===== config.mk =====
export PLATFORM = sky130hd
export DESIGN_NAME = muon_pulse_emulator
export DESIGN_NICKNAME = d
export VERILOG_FILES = /design/src/rtl/muon_pulse_emulator.sv
export SDC_FILE = /design/constraint.sdc
export NUM_CORES = 1
export LEC_CHECK = 0
export CAP_MARGIN = 25
export CORE_ASPECT_RATIO = 2
export CORE_UTILIZATION = 51
export DETAILED_ROUTE_END_ITERATION = 8
export PLACE_DENSITY = 0.85
export SETUP_SLACK_MARGIN = 0.15
export SYNTH_ARGS = -nofsm -noshare
export SYNTH_HDL_FRONTEND = slang
export SYNTH_SLANG_ARGS = --single-unit
export TNS_END_PERCENT = 50

===== constraint.sdc =====
create_clock -name adc_clk -period 3.7 [get_ports adc_clk]
set_clock_uncertainty 0.05 [all_clocks]
set_input_delay 1.11 -clock adc_clk [delete_from_list [all_inputs] [get_ports adc_clk]]
set_output_delay 1.11 -clock adc_clk [all_outputs]
set_load 0.01 [all_outputs]

===== src/rtl/muon_pulse_emulator.sv =====
// rtl/muon_pulse_emulator.sv - synthetic muon / decay-electron ADC sample source
//
// Emits baseline plus a rectangular muon pulse, optionally followed after a
// programmable gap by a second decay-electron pulse, repeated every period.
//
// Ports:
//   adc_clk      sample clock, rising edge
//   adc_rstn     asynchronous active-low reset
//   enable       free-running event generation while high
//   single_shot  one-cycle strobe, starts one event when idle
//   double_en    emit the second (decay) pulse
//   baseline     idle sample level
//   amplitude    pulse height above baseline
//   width        flat-top length in cycles (0 treated as 1)
//   gap          cycles from end of pulse 1 to start of pulse 2
//   period       cycles from one event start to the next
//   dat_out      emulated 14-bit ADC sample (registered)
//   pulse_mark   high on the first flat-top sample of each pulse
//   busy         event in progress
//   event_cnt    completed events, wraps
//
// Optional feature: define MUON_EMU_TAIL_EN for a linear decay tail after
// each flat top (step = max(amplitude >> TAIL_SHIFT, 1) per cycle).

module muon_pulse_emulator #(
    parameter int WIDTH_W    = 8,
    parameter int GAP_W      = 16,
    parameter int PERIOD_W   = 24,
    parameter int TAIL_SHIFT = 4
) (
    input  logic                adc_clk,
    input  logic                adc_rstn,
    input  logic                enable,
    input  logic                single_shot,
    input  logic                double_en,
    input  logic [13:0]         baseline,
    input  logic [13:0]         amplitude,
    input  logic [WIDTH_W-1:0]  width,
    input  logic [GAP_W-1:0]    gap,
    input  logic [PERIOD_W-1:0] period,
    output logic [13:0]         dat_out,
    output logic                pulse_mark,
    output logic                busy,
    output logic [15:0]         event_cnt
);

    localparam int CNT_W = (WIDTH_W > GAP_W) ? WIDTH_W : GAP_W;

    typedef enum logic [2:0] {
        S_IDLE,
        S_P1,
        S_GAP,
        S_P2,
        S_HOLD
    } state_t;

    state_t state, state_d;

    // Event parameters frozen at event start so mid-event edits wait for the next event.
    logic [13:0]         sh_base;
    logic [13:0]         sh_amp;
    logic [WIDTH_W-1:0]  sh_width;
    logic [GAP_W-1:0]    sh_gap;
    logic [PERIOD_W-1:0] sh_period;
    logic                sh_double;

    logic [CNT_W-1:0]    cnt;        // cycles spent in the current state
    logic [CNT_W-1:0]    w_ext;
    logic [CNT_W-1:0]    g_ext;
    logic [PERIOD_W-1:0] pcnt;       // cycles since event start, 1 on the first P1 cycle

    logic                start;
    logic                evt_done;
    logic                pulse_last;
    logic                gap_last;
    logic                period_hit;
    logic                in_pulse;
    logic [13:0]         level;
    logic [13:0]         base_sel;
    logic [14:0]         sum;
    logic [13:0]         dat_d;

    assign w_ext      = CNT_W'(sh_width);
    assign g_ext      = CNT_W'(sh_gap);
    assign pulse_last = (w_ext == '0) || (cnt == w_ext - CNT_W'(1));
    assign gap_last   = (cnt == g_ext - CNT_W'(1));
    assign period_hit = (pcnt >= sh_period);
    assign in_pulse   = (state == S_P1) || (state == S_P2);

    always_ff @(posedge adc_clk or negedge adc_rstn) begin
        if (!adc_rstn) begin
            state <= S_IDLE;
        end else begin
            state <= state_d;
        end
    end

    // Event completion (evt_done) happens on the last pulse cycle when the
    // period has already elapsed, so short periods chain events with no gap.
    always_comb begin
        state_d  = state;
        start    = 1'b0;
        evt_done = 1'b0;
        case (state)
            S_IDLE: begin
                if (enable || single_shot) begin
                    state_d = S_P1;
                    start   = 1'b1;
                end
            end
            S_P1: begin
                if (pulse_last) begin
                    if (sh_double) begin
                        state_d = (sh_gap == '0) ? S_P2 : S_GAP;
                    end else if (period_hit) begin
                        evt_done = 1'b1;
                    end else begin
                        state_d = S_HOLD;
                    end
                end
            end
            S_GAP: begin
                if (gap_last) begin
                    state_d = S_P2;
                end
            end
            S_P2: begin
                if (pulse_last) begin
                    if (period_hit) begin
                        evt_done = 1'b1;
                    end else begin
                        state_d = S_HOLD;
                    end
                end
            end
            S_HOLD: begin
                if (period_hit) begin
                    evt_done = 1'b1;
                end
            end
            default: state_d = S_IDLE;
        endcase
        if (evt_done) begin
            if (enable) begin
                state_d = S_P1;
                start   = 1'b1;
            end else begin
                state_d = S_IDLE;
            end
        end
    end

    assign base_sel = (state == S_IDLE) ? baseline : sh_base;

`ifdef MUON_EMU_TAIL_EN
    logic [13:0] tail_q;
    logic [13:0] tail_step;
    logic [13:0] tail_src;

    assign tail_step = ((sh_amp >> TAIL_SHIFT) == 14'd0) ? 14'd1 : (sh_amp >> TAIL_SHIFT);
    // During a flat top the tail is primed one step below full amplitude so the
    // first post-pulse sample is already decayed; P2 restarts from full height.
    assign tail_src  = in_pulse ? sh_amp : tail_q;
    assign level     = in_pulse ? sh_amp : tail_q;

    always_ff @(posedge adc_clk or negedge adc_rstn) begin
        if (!adc_rstn) begin
            tail_q <= '0;
        end else begin
            tail_q <= (tail_src > tail_step) ? (tail_src - tail_step) : 14'd0;
        end
    end
`else
    assign level = in_pulse ? sh_amp : 14'd0;

    // TAIL_SHIFT only shapes the optional decay tail.
    if (TAIL_SHIFT > 13) begin : g_tail_step_pinned_to_one
    end
`endif

    assign sum   = {1'b0, base_sel} + {1'b0, level};
    assign dat_d = sum[14] ? 14'h3FFF : sum[13:0];

    always_ff @(posedge adc_clk or negedge adc_rstn) begin
        if (!adc_rstn) begin
            dat_out    <= '0;
            pulse_mark <= 1'b0;
            busy       <= 1'b0;
            event_cnt  <= '0;
            cnt        <= '0;
            pcnt       <= '0;
            sh_base    <= '0;
            sh_amp     <= '0;
            sh_width   <= '0;
            sh_gap     <= '0;
            sh_period  <= '0;
            sh_double  <= 1'b0;
        end else begin
            dat_out    <= dat_d;
            pulse_mark <= in_pulse && (cnt == '0);
            busy       <= (state != S_IDLE);
            if (evt_done) begin
                event_cnt <= event_cnt + 16'd1;
            end
            if ((state_d != state) || start) begin
                cnt <= '0;
            end else begin
                cnt <= cnt + CNT_W'(1);
            end
            if (start) begin
                pcnt      <= PERIOD_W'(1);
                sh_base   <= baseline;
                sh_amp    <= amplitude;
                sh_width  <= width;
                sh_gap    <= gap;
                sh_period <= period;
                sh_double <= double_en;
            end else if (state == S_IDLE) begin
                pcnt <= '0;
            end else if (pcnt != '1) begin
                pcnt <= pcnt + PERIOD_W'(1);
            end
        end
    end

endmodule

# After elaboration in Yosys (flattened, before gate mapping)
# Cells that the tools add are included.
dict set report classes {
  mux 26
  eq_ne 8
  magnitude_cmp 1
  n_reduce_logical 11
  n_addsub 6
}
# operator n
set op_table {}
lappend op_table {{2-to-1 mux 24 bit} 3}
lappend op_table {{zero test 16 bit} 3}
lappend op_table {{2-to-1 mux 14 bit} 3}
lappend op_table {{adder 16 x 1 -> 16 bit, second input constant} 2}
lappend op_table {{== test 16 bit} 2}
lappend op_table {{adder 24 x 1 -> 24 bit, second input constant} 1}
lappend op_table {{>= comparator 24 bit} 1}
lappend op_table {{!= test 24 bit, second input constant} 1}
lappend op_table {{2-to-1 mux 3 bit} 7}
lappend op_table {{2-to-1 mux 16 bit} 1}
lappend op_table {{subtractor 16 x 1 -> 16 bit, second input constant} 1}
lappend op_table {{adder 14 x 14 -> 15 bit} 1}
lappend op_table {{case mux 3 bit (5 select lines)} 1}
lappend op_table {{2-to-1 mux 1 bit} 10}
lappend op_table {{subtractor 8 x 1 -> 9 bit, second input constant} 1}
lappend op_table {{== test 3 x 2 -> 1 bit, second input constant} 2}
lappend op_table {{nonzero test 3 bit} 2}
lappend op_table {{logical OR 1 bit} 4}
lappend op_table {{== test 3 x 1 -> 1 bit, second input constant} 1}
lappend op_table {{== test 3 bit, second input constant} 1}
lappend op_table {{zero test 3 bit} 1}
lappend op_table {{!= test 3 bit} 1}
lappend op_table {{case mux 1 bit (3 select lines)} 1}
lappend op_table {{logical AND 1 bit} 1}
dict set report totals {
  wordCells 65
  inputBits 81
  register_bits 152
  out_inout_bits 32
}

# Logic depth before layout (Yosys ltp)
dict set report depth {
  word_depth 9
  mapped_depth 15
  ltp_nobuf 14
}

# Worst setup path after synthesis
# OpenSTA, ideal clock, no wires.
dict set report synth_timing {
  kind {register -> register}
  start {reg state[2]}
  end {reg dat_out[13]}
  path_stages_with_launch 15
  setup_slack_ns -0.288
  setup_time_ns 0.126
  arrival_time_ns 3.812
  n_path_buf 1
  required_ns 3.524
  synth_period_minus_slack_ns 3.988
  path_cell_list {dfrtp_1 -> nor3_1 -> clkinv_1 -> buf_1 -> mux2_2 -> ha_1 -> a21o_1 -> a21oi_1 -> o21ai_0 -> a31oi_1 -> nor2b_1 -> o21ai_0 -> a21oi_1 -> or3_1 -> a311o_1}
}
dict set report synth_between {
  elab_chain_len 5
  word_cells_on_any_way 8
  cone_classes {add/sub (1); eq/ne (2); mux (3); reduce/logical (2)}
}
# element line
set synth_rtl {}
lappend synth_rtl {{from (decl)} 57} ;# state_t state, state_d;
lappend synth_rtl {{from (signal assigned)} 94} ;# state <= state_d;
lappend synth_rtl {{== test 3 x 1 -> 1 bit or == test 3 x 2 -> 1 bit (tied branches)} 88} ;# assign in_pulse = (state == S_P1) || (state == S_P2);
lappend synth_rtl {{logical OR 1 bit} 88}
lappend synth_rtl {{2-to-1 mux 14 bit} 174} ;# assign level = in_pulse ? sh_amp : 14'd0;
lappend synth_rtl {{adder 14 x 14 -> 15 bit (*)} 181} ;# assign sum = {1'b0, base_sel} + {1'b0, level};
lappend synth_rtl {{2-to-1 mux 14 bit (*)} 182} ;# assign dat_d = sum[14] ? 14'h3FFF : sum[13:0];
lappend synth_rtl {{via dat_d[13]} 81} ;# logic [13:0] dat_d;
lappend synth_rtl {{to (signal assigned)} 199} ;# dat_out <= dat_d;
lappend synth_rtl {{to (decl)} 41} ;# output logic [13:0] dat_out,
# The timed path passes the listed nets; every way through them passes the cells marked *.
# A chain may end at the register's enable or synchronous reset.

# Final worst setup path
dict set report layout_timing {
  start {in baseline[1]}
  end {reg dat_out[13]}
}
dict set report layout_between {
  elab_chain_len 3
}
# element line
set layout_rtl {}
lappend layout_rtl {{from (decl)} 36} ;# input logic [13:0] baseline,
lappend layout_rtl {{2-to-1 mux 14 bit} 153} ;# assign base_sel = (state == S_IDLE) ? baseline : sh_base;
lappend layout_rtl {{adder 14 x 14 -> 15 bit} 181}
lappend layout_rtl {{2-to-1 mux 14 bit} 182}
lappend layout_rtl {{via dat_d[13]} 81}
# The timed path passes the listed nets, and every way through them passes these cells.

==> out/qor.yml <==
worst_setup_path:
  required_ns: 3.95
  crit_chain: "clkdlybuf4s50_1 -> mux2_2 -> ha_1 -> a21o_1 -> a21oi_2 -> o21ai_2 -> a31oi_1 -> nor2b_1 -> o21ai_2 -> a21oi_2 -> or3_1 -> a311o_1"
  crit_type: "in2reg"
  critPathBufInv: 1
  path_delay_family: "compound AO/OA/AOI/OAI gates"
  rr_startpoint: "pcnt[13]"
  slowest_stage: "clkdlybuf4s50_1"
  slowest_delay_ns: 0.43
  rrSetupSlack_ns: 0.20
  rr_endpoint: "sh_width[0]"
  cp_max_fo: 2
  arrival_ns: 3.81
  cp-end-kind: "register"
  crit_path_start_kind: "primary input"
  reg2regPathDepth: 10
yosys:
  syn_area_sq_um: 8640
  ys_seq_elements: 152
  yosysTopAreaCell: "dfrtp_1"
  ys_top_cells_by_area: "dfrtp_1, mux2_2, ha_1"
  synth_nets: 929
  synthArstFlopShare_pct: 100
  synth-seq-area-share_pct: 44.0
  synth_cell_types: 65
  synth_ff_type: "dfrtp_1"
  ys_warn_count: 0
  synth_edf_count: 0
  synth_top_area_share_pct: 44.0
  syn-mean-instance-area_sq_um: 10.8
  synth_cells: 803
routing:
  routedWlPerCell_microns: 17.7
  postRouteAntennaNets: 0
  vias_per_cell: 5.66
  dr_total_vias: 6578
  firstDrtPassIters: 4
  drt_iter0_drc: 265
  wl_mm: 20.6
  drc: 0
timing:
  relSlewSlack_pct: 55.6
  setup_viol: 0
  rsz0062_at_grt: "yes"
  period_share_pct: 96.2
  max_freq_mhz: 281
  hold_viol_final: 0
  slew_violations: 0
  period_minus_slack_ns: 3.56
  worstMarginPinSlew_ns: 0.664
final_layout:
  fin_cells: 1163
  layout-drive-gt1-share_pct: 19.8
  final_common_cell: "dfrtp_1"
  diodes: 0
  stdcell_area_sq_um: 10900
  fill_cells: 1243
  multiInputGateArea_sq_um: 4560
  nets: 1070
  ff_latch_area_sq_um: 3800
  area_delta_synth_final_pct: 26.5
  final_cell_mix: "dfrtp_1, clkdlybuf4s50_1, nor2_1"
clock_network:
  htreeDepth: 4
  numCtsBuffers: 17
  cts_tree: "yes"
  clock-sinks: 152
  clockBufferDepth: 2
  clkTransAtPathRegs_ns: 0.06
  holdBufCountCts: 0
  clk_latency_ns: 0.42
  cts_root_buf: "clkbuf_16"
die:
  start_util_pct: 51.8
  dieWidth_microns: 94.0
  die_area_sq_um: 17500
  die_h_microns: 186
  core_area_sq_um: 16700
  rows: 67
  io_pins: 113
placed_design:
  dp_cells: 1125
  placed_area_sq_um: 10100
  hpwl_mm: 14.4
  place_congestion: 0.885
  io_buffers: 112
hold_path:
  hold_depth: 1
  holdPathEnd: "event_cnt[15]"
  hold_path_startpoint: "event_cnt[15]"
  hold_path_class: "reg2reg"
grt:
  grt_max_degree: 71
  grt_pass1_wl_mm: 32.4
  globalRouteOverflowTotal: 0
  grt_usage_pct: 24.4
  antenna_found_initial: 0
  grt_pass1_vias: 6744
pwr:
  leakagePower_nw: 4.81
  pwr_density_cell_nw_per_um2: 827
  peakVddDrop_mv: 0.474
status:
  outcome: "finished, final reports clean"
flow_run:
  maxCapViolCount: 0
per-stage QoR:
stage               util [%]  total power, mW  setup slack, ns  setup TNS (ns)  hold slack [ns]
finish                  65.6             9.04            0.140               0            0.433
global route            65.6             9.63           0.0458               0            0.457
CTS                     64.8             8.82           0.0632               0            0.438
detailed placement      60.7             6.83           -0.419           -3.28            0.429
global placement        60.7             6.67           -0.338           -2.59            0.408
floorplan                  -             5.57            0.165               0            0.422
routing by layer:
metal	part of all wire, %	GRT usage (%)
met1	36	25.6
met2	57	43.7
met3	2.5	4.62
met4	4.9	15.4
met5	0	0
synthesized netlist by cell type (2+ instances only):
library cell  instances
dfrtp_1             152
nor2_1               66
mux2_2               63
xnor2_1              45
ha_1                 44
nand2_1              42
xor2_1               41
inv_1                39
nand3_1              33
mux2_4               30
a21oi_1              23
nor3_1               22
and2_1               21
nand4_1              21
o21ai_0              20
clkbuf_1             15
or3_1                11
and3_1               10
nor2b_1               7
nand2b_1              6
a31oi_1               5
nor4_1                5
or4_1                 5
a21o_1                4
buf_12                4
buf_2                 4
buf_4                 4
o21a_1                4
o21bai_1              4
o31ai_1               4
a2111oi_0             3
a211oi_1              3
mux2i_1               3
a22oi_1               2
a31o_2                2
buf_1                 2
nand3b_1              2
nor4b_1               2
o22ai_1               2
o31a_1                2
or2_2                 2
area by class of cell:
cell class / count / share of cell area, %
multi-input cells: 581 / 41.7
flip-flops and latches: 152 / 34.8
repair buffers: 152 / 14.0
clock buffers: 20 / 4.27
well taps: 207 / 2.37
clock inverters: 11 / 1.57
inverters: 40 / 1.38
power breakdown:
part	leakage (nW)	internal [mW]	switching (mW)	total [mW]
combinational	2.62	2.35	2.11	4.45
clock	0.296	1.18	0.680	1.86
sequential	1.89	2.26	0.469	2.73
state kept, by name, summed over array words and instances, names as in the netlist, 3 cells and up:
| signal | flops |
|---|---|
| sh_period | 24 |
| sh_width | 8 |
| sh_base | 14 |
| g_ext | 16 |
| pcnt | 24 |
| sh_amp | 14 |
| dat_out | 14 |
| state | 3 |
| event_cnt | 16 |
| cnt | 16 |
how the worst max path moves through the flow:
stage                           start           to  slack, ns  cells after the start
after floorplan           baseline[0]  dat_out[10]       0.16                     13
after global placement    baseline[1]  dat_out[13]      -0.34                     12
after detailed placement  baseline[1]  dat_out[13]      -0.42                     12
after CTS                 baseline[1]  dat_out[13]       0.06                     12
after global routing      baseline[1]  dat_out[13]       0.05                     12
final                     baseline[1]  dat_out[13]       0.14                     12
cell families (layout without fill, tap and decap cells):
logic type	after synthesis	in the layout	synth area share (%)
XOR/XNOR	86	86	8.72
adder cells (fa/ha/maj)	45	45	6.60
multiplexers	96	96	13.8
flip-flops	152	152	44.0
AO/OA/AOI/OAI	90	90	6.98
buffers and inverters	70	223	4.11
AND/OR/NAND/NOR	264	264	15.8
timing repair:
action,CTS,global route
setup buffers,2,2
setup endpoints to repair,111,76
gates resized for setup,7,16
cloned,1,2
pin swaps,1,9
endpoints found under the hold margin,0,0
No activity file was read; power rests on OpenSTA's default activity.
==> patch 1, RTL diff (same flow settings) <==
`dat_out` no longer has a reset.
--- a/src/rtl/muon_pulse_emulator.sv
+++ b/src/rtl/muon_pulse_emulator.sv
@@ -185,3 +185,2 @@
         if (!adc_rstn) begin
-            dat_out    <= '0;
             pulse_mark <= 1'b0;
@@ -198,3 +197,2 @@
         end else begin
-            dat_out    <= dat_d;
             pulse_mark <= in_pulse && (cnt == '0);
@@ -225,2 +223,6 @@
 
+    always_ff @(posedge adc_clk) begin
+        dat_out <= dat_d;
+    end
+
 endmodule
Function: changed (Yosys sat finds a counterexample within 4 cycles, from zero or initial values and one cycle with adc_rstn low).
==> patch 1 against the original RTL <==
Highest routed layer unchanged. Via count increased by 2.2%. Final area down 0.14%. Area after synthesis shrank 1.2%. Non-clock buffer count increased by 5. Setup slack got worse by 0.067 ns. Sequential cell count unchanged. Cell count up 0.17%. Synthesized cell count increased by 0.50%. Critical path depth up 1. Power increased by 3.7%. Routed wire length increased by 1.7%. Clock power is 6% lower. Largest cell class unchanged. First-iteration DRC count rose by 22%.
==> patch 1: results (changes against the original RTL) <==
| Metric | Value |
|---|---|
| DP Area | `9997 um2 (-1.3%)` |
| Layout cells sized above 1 | `21.23% (+1.5 points)` |
| Hpwl dp | `14.46 mm (+0.15%)` |
| Net count after synthesis | `933 (+0.43%)` |
| Vias in the first global route | `6,906 (+2.4%)` |
| Pre-CTS setup slack | `-0.5396 ns (-0.1206 ns)` |
| Fin cells | `1,165 (+0.17%)` |
| 1st-iter DRT viols | `322 (+22%)` |
| Global Route met1 Usage | `24.95% (-0.68 points)` |
| Met2 GRT Util | `48.09% (+4.4 points)` |
| VDD IR-drop max | `0.0004627 V (-2.3%)` |
| Ys async rst share | `90.79% (-9.2 points)` |
| Critical path fanouts, max | `5 (+3)` |
| Antenna cells | `0 (unchanged)` |
| Hold_ws | `0.4206 ns (-0.01272 ns)` |
| Status | `finished clean` |
| Router iterations before antenna repair | `5 (+1)` |
| Area contributors post-synth | `dfrtp_1 (40%), mux2_2 (11%), ha_1 (6.4%)` |
| Leak | `0.004849 uW (+0.71%)` |
| GPL Wtd Cong | `0.8750 (-1.2%)` |
| Relative slew slack | `47.51% (-8.1 points)` |
| CP arrival | `3.89 ns (+0.08 ns)` |
| Mean Syn Cell Area | `10.58 um2 (-1.7%)` |
| Synth top cells by count | `dfrtp_1 (138), mux2_2 (83), nor2_1 (55)` |
| Clock tree buffer depth | `2 (unchanged)` |
| Total GRT Usage | `24.57% (+0.19 points)` |
| Placed Cells | `1,113 (-1.1%)` |
| Yosys cell types | `69 (+6.2%)` |
| Via Count | `6,725 (+2.2%)` |
| Sequential element share of the synthesized area | `43.73% (-0.28 points)` |
| Reg-to-reg slack, setup | `0.09 ns (-0.11 ns)` |
| Top FF cell, synth | `dfrtp_1` |
| Layout fillers | `1,223 (-1.6%)` |
| GR Util met3 | `3.859% (-0.76 points)` |
| Final wirelength | `20.94 mm (+1.7%)` |
| Tmin final | `3.627 ns (+0.06726 ns)` |
| First-pass GRT wire length | `32.63 mm (+0.70%)` |
| Largest net degree at the start of global routing | `63 (-11%)` |
-- patch 1: report_power, final --
part,total (uW),switching (uW),internal (uW)
Clock,1740,721,1020
Sequential,2760,488,2270
Combinational,4870,2330,2540
Total,9370,3540,5830
-- patch 1: cells by family after synthesis --
kind of cell             Yosys count  share of synthesized area [%]
AND/OR/NAND/NOR                  278                          17.54
flip-flops                       152                          43.73
multiplexers                      95                          12.88
XOR/XNOR                          83                          8.515
AO/OA/AOI/OAI                     78                          6.478
buffers and inverters             76                          4.162
adder cells (fa/ha/maj)           45                          6.683
-- patch 1: per-layer routing --
| layer | vias up | wire (um) |
|---|---|---|
| met3 | 62 | 699 |
| met1 | 3322 | 7767 |
| met2 | 197 | 11740 |
| met5 | - | 0 |
| met4 | 0 | 726 |
| li1 | 3144 | - |
-- patch 1: worst paths after layout --
| check | start | end | depth (start not counted) |
|---|---|---|---|
| max | baseline[2] | dat_out[7] | 13 |
| min | event_cnt[15] | event_cnt[15] | 1 |
| max reg2reg | state[1] | dat_out[7] | 15 |
| min reg2reg | event_cnt[15] | event_cnt[15] | 1 |
| max in group asynchronous | adc_rstn | sh_period[5] | 2 |
| min in group asynchronous | adc_rstn | g_ext[12] | 1 |
-- patch 1: cell type report --
cell class	count	area (um2)	area share, %
Multi-Input combinational cell	579	4609	42.21
Sequential cell	152	3735	34.20
Timing Repair Buffer	157	1577	14.44
Clock buffer	20	446.7	4.090
Tap cell	204	255.2	2.337
Inverter	41	155.1	1.421
Clock inverter	12	142.6	1.306
-- patch 1: timing repair --
item                       4_1_cts  5_1_grt
setup endpoints to repair       14       32
cloned                           1        0
buffers inserted                 5       14
resized for setup               15       19
pin swaps                        8        8
==> patch 2, RTL diff (config.mk and constraints unchanged) <==
Made on the original files. The parameter `WIDTH_W` goes from 8 to 9.
--- a/src/rtl/muon_pulse_emulator.sv
+++ b/src/rtl/muon_pulse_emulator.sv
@@ -25,3 +25,3 @@
 module muon_pulse_emulator #(
-    parameter int WIDTH_W    = 8,
+    parameter int WIDTH_W    = 9,
     parameter int GAP_W      = 16,
Interface: changed (resized width); port bits go from 113 to 114. No check against the original RTL was run, so the function may have changed too.
==> patch 2 against the original RTL <==
Largest power group unchanged. Routed wire length down 0.51%. Non-clock buffer count up 6. Sequential share of layout area up 0.34 points. Sequential cell count up 1. Setup slack better by 0.043 ns. Final area down 0.26%. Area after synthesis down 1.0%. Worst hold slack better by 0.015 ns. Largest cell class unchanged. Sequential power up 3%. Synthesized cell count up 0.87%. Power up 6.2%. Highest routed layer unchanged.
==> patch 2: results (changes against the original RTL) <==
| Metric | Value |
|---|---|
| IO buf count | `113 (+0.89%)` |
| Status | `finished clean` |
| Net count after synthesis | `938 (+0.97%)` |
| Worst R2R Path Depth | `12 (+2)` |
| Mux cell area share after synthesis | `12.59% (-1.2 points)` |
| Leak | `0.004689 uW (-2.6%)` |
| Hold path startpoint | `sh_amp[6]` |
| Nets | `1,088 (+1.7%)` |
| CP arrival | `3.77 ns (-0.04 ns)` |
| Wl on met1 | `7.225 mm (-2.9%)` |
| RR Startpoint | `state[0]` |
| Hpwl dp | `14.88 mm (+3.0%)` |
| 1st-iter DRT viols | `361 (+36%)` |
| VDD IR-drop max | `0.001006 V (+110%)` |
| Pre-CTS setup slack | `-0.4823 ns (-0.06333 ns)` |
| Compound-Gate Fraction of Synth Area | `6.757% (-0.22 points)` |
| First-pass GRT wire length | `33.00 mm (+1.9%)` |
| Yosys cell types | `64 (-1.5%)` |
| Area contributors post-synth | `dfrtp_1 (45%), mux2_2 (12%), ha_1 (6.6%)` |
| Synth Area in XOR/XNOR | `8.907% (+0.19 points)` |
| Worst hold endpoint | `sh_amp[6]` |
| Metal2 WL | `11.68 mm (+0.34%)` |
| Total GRT Usage | `25.00% (+0.61 points)` |
| Layout fillers | `1,197 (-3.7%)` |
| Largest net degree at the start of global routing | `79 (+11%)` |
| Vias in the first global route | `7,019 (+4.1%)` |
| Post-Synth Adder-Cell Area | `6.816% (+0.21 points)` |
==> patch 2: changes by cell type in the layout (fill, tap and decap cells not counted), moves of 5 or more <==
cell | unedited run | this run
or3_1 | 11 | 6
nor2_1 | 65 | 71
xor2_1 | 41 | 33
nor2b_1 | 7 | 14
xnor2_1 | 45 | 54
nor3_1 | 20 | 14
nand4_1 | 21 | 29
buf_4 | 32 | 42
mux2_2 | 63 | 90
mux2_4 | 30 | 3
clkinv_4 | 1 | 7
nand3_1 | 32 | 24
==> patch 2: logic make-up (layout without fill, tap and decap cells) <==
group / Yosys count / in the layout
buffers and inverters: 69 / 232
AOI/OAI and AO/OA: 85 / 85
xor gates and xnor gates: 87 / 87
muxes: 96 / 96
adders and majority gates: 46 / 46
and+or+nand+nor: 274 / 274
DFF: 153 / 153
==> patch 2: worst max-delay path: stages <==
cell and delay, ns:
dlygate4sd2_1 0.25, mux2_4 0.27, ha_4 0.17, buf_4 0.13, a21oi_2 0.11, nor2b_1 0.08
o21a_1 0.21, or4_4 0.52, a31oi_4 0.18, a21oi_2 0.10, or3_1 0.33, a311o_1 0.30
==> patch 2: metal layers <==
| metal | global-route usage [%] | up-vias |
|---|---|---|
| li1 | - | 3157 |
| met1 | 23.97 | 3324 |
| met2 | 48.09 | 194 |
| met3 | 4.228 | 75 |
| met4 | 15.14 | 0 |
| met5 | 0 | - |
==> patch 2: how the worst max path moves through the flow <==
stage / from / to / slack [ns] / cells past startpoint
floorplan: state[2] / dat_out[13] / 0.17 / 12
global placement: baseline[0] / dat_out[3] / -0.42 / 13
detailed placement: baseline[0] / dat_out[3] / -0.48 / 13
CTS: baseline[0] / dat_out[13] / 0.17 / 12
global route: state[0] / dat_out[3] / 0.1 / 14
finish: baseline[0] / dat_out[13] / 0.18 / 12
==> patch 2: final cells by class <==
class,instances,area [um2],share of cell area (%)
clock buffer,20,466.7,4.279
tap,204,255.2,2.340
multi-input combinational,588,4574,41.94
clock inverter,12,117.6,1.078
sequential,153,3831,35.13
inverter,42,157.7,1.445
timing repair buffer,158,1504,13.79
==> patch 2: repair_timing <==
action                     4_1_cts  5_1_grt
setup endpoints to repair       14       99
hold buffers                     0        0
setup buffers                    7        3
gates resized for setup         16        8
pin swaps                        8        6
==> patch 2: through the flow <==
stage	hold slack [ns]	cells	TNS (ns)	utilization, %	area, um2
floorplan	0.4221	810	0	-	8576
global placement	0.4301	1134	-5.264	61.97	10130
detailed placement	0.4379	1135	-6.247	62.01	10140
CTS	0.4525	1174	0	66.41	10860
global route	0.4619	1177	0	66.70	10910
finish	0.4482	1177	0	66.70	10910
==> patch 2: power breakdown <==
part | switching, uW | leakage, uW | internal (uW) | total (uW)
registers | 506 | 0.00190 | 2310 | 2810
clock network | 709 | 0.000287 | 985 | 1690
logic | 2440 | 0.00250 | 2650 | 5090
